==> config.mk <==
export PLATFORM = sky130hd
export DESIGN_NAME = sfp_serial_tx
export DESIGN_NICKNAME = d
export VERILOG_FILES = /design/src/rtl/sfp_serial_tx.sv
export SDC_FILE = /design/constraint.sdc
export NUM_CORES = 1
export LEC_CHECK = 0
export CORE_AREA = 4 4 58 60
export DETAILED_ROUTE_END_ITERATION = 8
export DIE_AREA = 0 0 62 64
export PLACE_DENSITY = 0.73
export SYNTH_ARGS = -nofsm -noshare
export SYNTH_HDL_FRONTEND = slang
export SYNTH_SLANG_ARGS = --single-unit
==> constraint.sdc <==
create_clock -name i_clk -period 1.6 [get_ports i_clk]
set_clock_uncertainty 0.05 [all_clocks]
set_input_delay 0.24 -clock i_clk [delete_from_list [all_inputs] [get_ports i_clk]]
set_output_delay 0.24 -clock i_clk [all_outputs]
set_load 0.01 [all_outputs]
==> src/rtl/sfp_serial_tx.sv <==
// Framed NRZ serializer for the SFP TX line: sync run, MSB-first payload, even parity.
// Between frames the line toggles every bit so the far-end CDR stays locked.
module sfp_serial_tx #(
    parameter int unsigned DATA_W      = 8,
    parameter int unsigned CLK_PER_BIT = 4,
    parameter int unsigned SYNC_LEN    = 3,
    parameter int unsigned MIN_IDLE    = 2
) (
    input  logic              i_clk,
    input  logic              i_res,
    input  logic [DATA_W-1:0] i_Data,
    input  logic              i_Valid,
    output logic              o_Ready,
    output logic              o_SerialData,
    output logic              o_BitEn,
    output logic              o_Busy
);

    localparam int unsigned DIV_W   = $clog2(CLK_PER_BIT);
    localparam int unsigned CNT_MAX = (SYNC_LEN + 1 > DATA_W) ? SYNC_LEN + 1 : DATA_W;
    localparam int unsigned CNT_W   = $clog2(CNT_MAX + 1);
    localparam int unsigned IDL_W   = $clog2(MIN_IDLE + 1);

    typedef enum logic [1:0] {StIdle, StSync, StData, StParity} state_e;

    state_e              state_q, state_d;
    logic [DIV_W-1:0]    div_q, div_d;
    logic [CNT_W-1:0]    cnt_q, cnt_d;
    logic [IDL_W-1:0]    idle_cnt_q, idle_cnt_d;
    logic [DATA_W-1:0]   shift_q, shift_d;
    logic                parity_q, parity_d;
    logic                pending_q, pending_d;
    logic                line_q, line_d;
    logic                bit_en_q, bit_en_d;
    logic                ready_q, ready_d;
    logic                busy_q, busy_d;

    logic bnd;
    logic accept;

    // bnd marks the last cycle of a bit period; the registered line changes on the next edge.
    assign bnd    = (div_q == DIV_W'(CLK_PER_BIT - 1));
    assign accept = i_Valid & ready_q;

    always_comb begin
        state_d    = state_q;
        div_d      = bnd ? '0 : div_q + DIV_W'(1);
        cnt_d      = cnt_q;
        idle_cnt_d = idle_cnt_q;
        shift_d    = shift_q;
        parity_d   = parity_q;
        pending_d  = pending_q;
        line_d     = line_q;
        bit_en_d   = bnd;

        if (accept) begin
            shift_d   = i_Data;
            parity_d  = ^i_Data;
            pending_d = 1'b1;
        end

        if (bnd) begin
            unique case (state_q)
                StIdle: begin
                    if (pending_q || accept) begin
                        state_d    = StSync;
                        cnt_d      = '0;
                        idle_cnt_d = '0;
                        pending_d  = 1'b0;
                        line_d     = 1'b1;
                    end else begin
                        line_d = ~line_q;
                        if (idle_cnt_q < IDL_W'(MIN_IDLE)) begin
                            idle_cnt_d = idle_cnt_q + IDL_W'(1);
                        end
                    end
                end
                StSync: begin
                    if (cnt_q == CNT_W'(SYNC_LEN)) begin
                        state_d = StData;
                        cnt_d   = '0;
                        line_d  = shift_q[DATA_W-1];
                        shift_d = {shift_q[DATA_W-2:0], 1'b0};
                    end else begin
                        // Ones until the terminator slot, which drives the closing zero.
                        line_d = (cnt_q != CNT_W'(SYNC_LEN - 1));
                        cnt_d  = cnt_q + CNT_W'(1);
                    end
                end
                StData: begin
                    if (cnt_q == CNT_W'(DATA_W - 1)) begin
                        state_d = StParity;
                        line_d  = parity_q;
                    end else begin
                        line_d  = shift_q[DATA_W-1];
                        shift_d = {shift_q[DATA_W-2:0], 1'b0};
                        cnt_d   = cnt_q + CNT_W'(1);
                    end
                end
                StParity: begin
                    // Idle count includes the idle bit currently on the line.
                    state_d    = StIdle;
                    line_d     = ~line_q;
                    idle_cnt_d = IDL_W'(1);
                end
                default: state_d = StIdle;
            endcase
        end

        ready_d = (state_d == StIdle) && !pending_d && (idle_cnt_d >= IDL_W'(MIN_IDLE));
        busy_d  = pending_d || (state_d != StIdle);
    end

    always_ff @(posedge i_clk) begin
        if (i_res) begin
            state_q    <= StIdle;
            div_q      <= '0;
            cnt_q      <= '0;
            idle_cnt_q <= '0;
            shift_q    <= '0;
            parity_q   <= 1'b0;
            pending_q  <= 1'b0;
            line_q     <= 1'b0;
            bit_en_q   <= 1'b0;
            ready_q    <= 1'b0;
            busy_q     <= 1'b0;
        end else begin
            state_q    <= state_d;
            div_q      <= div_d;
            cnt_q      <= cnt_d;
            idle_cnt_q <= idle_cnt_d;
            shift_q    <= shift_d;
            parity_q   <= parity_d;
            pending_q  <= pending_d;
            line_q     <= line_d;
            bit_en_q   <= bit_en_d;
            ready_q    <= ready_d;
            busy_q     <= busy_d;
        end
    end

    assign o_Ready      = ready_q;
    assign o_SerialData = line_q;
    assign o_BitEn      = bit_en_q;
    assign o_Busy       = busy_q;

endmodule

==> flow_summary_export.csv <==
group,metric,value,unit
sta,slew_headroom,67.9,%
floorplanning,fp.dieH,64,um
worst_setup_path,crit_chain,"inv_4, ha_4, buf_6, a31o_1, a221o_1, nor4_2",
drt,vias,1349,
logic_synthesis,synth-main-ff-cell,"dfxtp_1",
min_path,min_from,"div_q[0]$_SDFF_PP0_",
place,place.gp.congestion,0.830,
sta,fin_setup_tns,-0.143,ns
clocking,clk_path_buf_depth,2,
drt,ant_nets,0,
logic_synthesis,ys_ff_latch,24,
worst_setup_path,path_buf_inv,2,
floorplanning,fp.coreArea,2930,um^2
min_path,holdPathEnd,"div_q[0]$_SDFF_PP0_",
sta,tightest_slew,0.481,ns
sta,maxSlewViolCount,0,
logic_synthesis,synth_edf_count,0,
final_layout,diodes,0,
final_layout,final_util,71.2,%
drt,wl,3.68,mm
logic_synthesis,yosysTopAreaCell,"dfxtp_1",
pwr,sequentialPowerShare,50.4,%
sta,finalCriticalPeriod,1.65,ns
logic_synthesis,synth.most_common_cell,"dfxtp_1",
worst_setup_path,critPathTopFamily,"compound AO/OA/AOI/OAI gates",
sta,max_freq,605,MHz
worst_setup_path,end_kind,"register",
logic_synthesis,synth_area_leaders,"dfxtp_1, ha_1, a21oi_1",
worst_setup_path,worstSetupPathType,"register to register",
sta,timing.final.crit_share,103,%
final_layout,area_delta_synth_final,50.9,%
floorplanning,die_w,62,um
pwr,pwr-share-comb,11.5,%
min_path,hp-class,"register to register",
drt,dr.pass1.iters,4,
grt,grt_usage,19.2,%
place,dp_hpwl,2.42,mm
floorplanning,num_rows,20,
place,io_buffer_count,14,
pwr,swShare,22.8,%
logic_synthesis,synthesis.instances,154,
worst_setup_path,reg2reg_depth,6,
pwr,pwr-share-clk,38.2,%
grt,gr-total-overflow,0,
drt,viasPerCell,5.69,
logic_synthesis,synth_cell_type_count,41,
logic_synthesis,ys_seq_area_share,34.8,%
pwr,p_sw,277,uW
logic_synthesis,synth_common_cells,"dfxtp_1, a21oi_1, o21ai_0",
logic_synthesis,syn_nets,173,
worst_setup_path,r2r_slack,-0.05,ns
drt,route.detailed.drc,0,
pwr,p_int,938,uW
sta,setup_viol,6,
final_layout,drive_above_1_share,44.1,%
clocking,tritoncts,"yes",
grt,grt_max_degree,25,
clocking,cts_root_buf,"clkbuf_4",
worst_setup_path,path_max_fanout,6,
drt,first_iter_violations,52,
worst_setup_path,slowest_stage,"dfxtp_4",
logic_synthesis,synth_area,1380,um^2
grt,grt_pass1_vias,1267,
sta,hold_violations,0,
worst_setup_path,rr_endpoint,"o_Ready$_SDFF_PP0_",
clocking,clk_pin_slew,0.15,ns
drt,wl_per_cell,15.5,um
logic_synthesis,async_flop_share,0,%
pwr,irDropWorstVdd,487,uV
run_status,violations,"setup timing",
floorplanning,initial_core_util,47.2,%
sta,fin_ws,-0.0534,ns
pwr,leakage,0.781,nW
floorplanning,die_area,3970,um^2
clocking,cts-buffers-inserted,3,
pwr,powerDensity,582,nW/um^2
logic_synthesis,yosys.area.top_type_share,34.8,%
worst_setup_path,r2r-start,"state_q[0]$_SDFF_PP0_",
clocking,cts-htree-levels,1,
min_path,min_path_cells,1,
final_layout,final_nets,224,
worst_setup_path,slowest_delay,0.39,ns
run_status,status,"complete, but fails checks",
sta,rsz0062_at_grt,"yes",
grt,grt_pass1_wl,5.74,mm
logic_synthesis,yosys_warnings,0,
floorplanning,io_pins,15,
grt,antenna_found_initial,0,
sta,holdWs,0.394,ns
worst_setup_path,cp_data_arrival_time,1.86,ns
clocking,clk_latency,0.33,ns
clocking,numClockSinks,24,
worst_setup_path,startpoint_type,"register",
logic_synthesis,postSynthAreaPerCell,8.98,um^2
worst_setup_path,worstPathRequired,1.80,ns
clocking,cts_hold_buf,0,
final_layout,fillers,206,
flow_run,drv_cap,0,
[what timing repair did]
item,4_1_cts,5_1_grt
setup endpoints to repair,17,19
buffers inserted,3,5
resized for setup,21,37
pin swaps,10,29
[layout make-up]
cell class                      count  area [um^2]  area share (%)
Inverter                            8         35.0            1.68
Clock inverter                      1         30.0            1.44
Tap cell                           33         41.3            1.98
Sequential cell                    24          495            23.8
Multi-Input combinational cell    116         1000            48.0
Timing Repair Buffer               52          460            22.1
Clock buffer                        3         22.5            1.08
[cell families after synthesis]
kind of cell	count (synthesis)	synth area share, %
compound gates	44	22.0
xor+xnor	7	4.43
fa+ha+maj	8	7.24
buf+inv	14	4.16
flops	24	34.8
mux	9	7.24
simple gates	48	20.2
[metal layers]
| metal | track usage (%) | wire length [um] | part of all wire, % | vias up |
|---|---|---|---|---|
| met5 | 0 | 0 | 0 | - |
| li1 | - | - | - | 657 |
| met4 | 5.57 | 81 | 2.2 | 0 |
| met1 | 23.4 | 1510 | 41 | 650 |
| met3 | 2.42 | 103 | 2.8 | 9 |
| met2 | 33.7 | 1990 | 54 | 33 |
[power groups by stage]
stage	combinational (mW)	clock, mW	sequential, mW
final	0.139	0.464	0.612
after floorplan	0.0664	0	0.629
after global routing	0.153	0.496	0.613
after CTS	0.136	0.459	0.614
after global placement	0.131	0	0.629
after detailed placement	0.136	0	0.629
[cells in the final DEF, fill, tap and decap left out, types with 6 or more instances in the layout]
master and instances:
o21ai_0 6, buf_4 31, mux2_2 7, nor2_1 8, clkdlybuf4s50_1 14, buf_6 6, dfxtp_1 18, xnor2_1 7
a21oi_1 11, nand2_1 8
[worst max path at each step]
| stage | end | depth (start not counted) | startpoint |
|---|---|---|---|
| after floorplan | o_Busy$_SDFF_PP0_ | 7 | state_q[0]$_SDFF_PP0_ |
| after global placement | cnt_q[2]$_SDFFE_PP0P_ | 5 | i_Valid |
| after detailed placement | cnt_q[2]$_SDFFE_PP0P_ | 5 | i_Valid |
| after CTS | cnt_q[2]$_SDFFE_PP0P_ | 6 | cnt_q[1]$_SDFFE_PP0P_ |
| after global routing | shift_q[5]$_SDFF_PP0_ | 7 | state_q[0]$_SDFF_PP0_ |
| final | o_Ready$_SDFF_PP0_ | 6 | state_q[0]$_SDFF_PP0_ |
[worst reg2reg max path: stages, from the launching register on]
cell,delay (ns)
dfxtp_4,0.39
inv_4,0.05
ha_4,0.19
buf_6,0.12
a31o_1,0.19
a221o_1,0.33
nor4_2,0.26
[stage by stage]
stage               power [mW]  instance area, um^2  setup WS, ns  std cells
floorplan                0.696                 1390       -0.0744        154
global placement         0.760                 1800        -0.180        227
detailed placement       0.765                 1800        -0.230        227
CTS                       1.21                 1950       -0.0497        233
global route              1.26                 2090        -0.114        237
finish                    1.21                 2090       -0.0534        237
[state kept, by name, summed over array words and instances (netlist names), 2 cells and up, named ones only]
name,flops
state_q,2
cnt_q,4
shift_q,8
div_q,2
Note: power is estimated with default switching activity, not from simulation.
==> patch (config.mk and constraints unchanged) <==
Compare `cnt_q` against `CNT_W'(SYNC_LEN)` with >= in place of ==.
--- a/src/rtl/sfp_serial_tx.sv
+++ b/src/rtl/sfp_serial_tx.sv
@@ -77,5 +77,5 @@
                 end
                 StSync: begin
-                    if (cnt_q == CNT_W'(SYNC_LEN)) begin
+                    if (cnt_q >= CNT_W'(SYNC_LEN)) begin
                         state_d = StData;
                         cnt_d   = '0;
Formal check against the unedited RTL: same outputs for any inputs over 10 cycles, from zero or initial values; that may be too few to reach the edited logic, so the function may still have changed.
==> patch against the unedited design <==
  * Area after synthesis decreased by 7.5%
  * Sequential share of layout area increased by 2.5 points
  * Design area decreased by 11%
  * Via count decreased by 13%
  * Total power decreased by 16%
  * Non-clock buffer count decreased by 15
  * Routed wire length decreased by 17%
  * Sequential power about the same
  * Sequential cell count unchanged
  * Count of clock-buffer cells in the layout unchanged
  * Setup slack improved by 64 ps
  * Core utilization decreased by 7.8 points
  * Critical endpoint is now cnt_q[2]$_SDFFE_PP0P_
==> patch: results (changes against the unedited design) <==
CTS
  – Clock slew at reported path FFs: 130 ps (-20 ps)
  – Clock Path Buffers: 2 (unchanged)
  – Root Driver: clkbuf_4
  – Clock latency on the worst-skew pair: 310 ps (-20 ps)
  – CTS Buf Count: 3 (unchanged)

Hold path
  – Hold wc startpoint: div_q[0]$_SDFF_PP0_
  – Hold path endpoint: div_q[0]$_SDFF_PP0_
  – HP Class: flop to flop
  – Hold depth: 1 (unchanged)

Drt
  – Initial DRC count: 67 (+29%)
  – DR vias/cell: 5.72 (+0.55%)
  – Final wirelength: 3040 um (-17%)
  – First-pass detailed-route iteration total: 4 (unchanged)

Pwr
  – Max IR drop VDD: 0.357 mV (-27%)
  – Sw Pwr: 243 uW (-12%)
  – Leak Pwr: 0.686 nW (-12%)

Placement
  – Cells after DPL: 197 (-13%)
  – Post-DP HPWL: 2110 um (-13%)
  – Input/output buffers: 14 (unchanged)
  – Dpl ws: -264 ps (-34.3 ps)
  – Placed Area: 0.00159 sq mm (-11%)
  – RD Place Congestion: 0.797 (-3.9%)

Global route
  – Largest net degree at the start of global routing: 18 (-28%)
  – Number of global-route vias before repair: 1181 (-6.8%)
  – Initial antenna violation count: 0 (unchanged)
  – First-pass GRT wire length: 5040 um (-12%)
  – GRT Resource Usage Total: 16.4% (-2.8 points)

Synthesis
  – Top post-synthesis cells by count: 24 x dfxtp_1, 10 x nor2_1
  – Synth top area cells: dfxtp_1 38%, ha_1 7.8%, mux2i_1 5.5%, o2bb2ai_1 5.5%, xnor2_1 5.5%
  – Synth warnings: 0 (unchanged)
  – Syn nets: 156 (-9.8%)
  – Seq/Total Area, Yosys: 37.6% (+2.8 points)
  – Syn Area/Cell: 9.33 sq um (+4.0%)

Critical path
  – CP Class: flop to flop
  – Slowest cell on crit path: dfxtp_4
  – Worst-path fanout max: 7 (+1)
  – WP data arrival: 1790 ps (-70 ps)
  – Crit-path max cell delay: 390 ps (about the same)
  – Reg-to-Reg End: cnt_q[2]$_SDFFE_PP0P_
  – Crit. Startpoint: state_q[0]$_SDFF_PP0_
  – Delay-heaviest family, CP: flip-flops
  – R2R depth: 7 (+1)
  – Reg2Reg Launch Point: state_q[0]$_SDFF_PP0_

Final layout
  – Largest regs: shift_q: 8 flops, cnt_q: 4 flops
  – Fill count: 231 (+12%)
  – Nets: 194 (-13%)
  – Antenna Cells: 0 (unchanged)
  – Share of layout cells above drive strength 1: 34.1% (-10 points)
  – Non-Filler Instances: 206 (-13%)

STA
  – PnR worst setup slack: 10.5 ps (+63.8 ps)
  – Final hold slack: 370 ps (-24.7 ps)
  – Slew margin rel.: 71.9% (+4.0 points)

Status
  – Outcome: complete, no violations
patch: cell count changes in the layout (fill, tap and decap cells not counted), sizes merged, moves of 5 or more:
| cell | unedited run | this run |
|---|---|---|
| buf | 38 | 23 |
| o21ai | 13 | 5 |
| a21oi | 16 | 5 |
| nand2 | 11 | 6 |
| mux2i | 1 | 7 |
| o2bb2ai | 0 | 8 |
| mux2 | 8 | 0 |
patch: timing repair:
item                                    in CTS  in global routing
pin swaps                                   12                 14
resized for setup                           17                 24
setup buffers                                2                  4
endpoints found under the setup margin      16                 19
patch: area by class of cell:
cell class              instances  area (sq um)  share of cell area, %
well taps                      33          41.3                   2.22
clock buffers                   3          22.5                   1.21
repair buffers                 37           329                   17.7
flip-flops and latches         24           488                   26.3
inverters                       8          32.5                   1.75
multi-input cells             101           945                   50.8
patch: power groups by stage:
stage / sequential (mW) / combinational [mW] / clock, mW
floorplan: 0.629 / 0.0688 / 0
global placement: 0.628 / 0.128 / 0
detailed placement: 0.628 / 0.131 / 0
CTS: 0.615 / 0.135 / 0.269
global route: 0.615 / 0.158 / 0.290
finish: 0.614 / 0.144 / 0.262
patch: routing by layer:
metal / GRT usage (%) / vias to the layer above / share of wire (%)
met5: 0 / - / 0
met4: 7.16 / 0 / 2.4
met3: 2.63 / 8 / 4.0
met2: 25.6 / 30 / 49
met1: 21.6 / 564 / 45
li1: - / 577 / -
patch: cell families after synthesis:
| logic type | synth area share, % |
|---|---|
| and+or+nand+nor | 19.3 |
| DFF | 37.6 |
| adders and majority gates | 7.83 |
| muxes | 5.48 |
| buffers and inverters | 3.62 |
| AOI/OAI and AO/OA | 20.7 |
| xor gates and xnor gates | 5.48 |
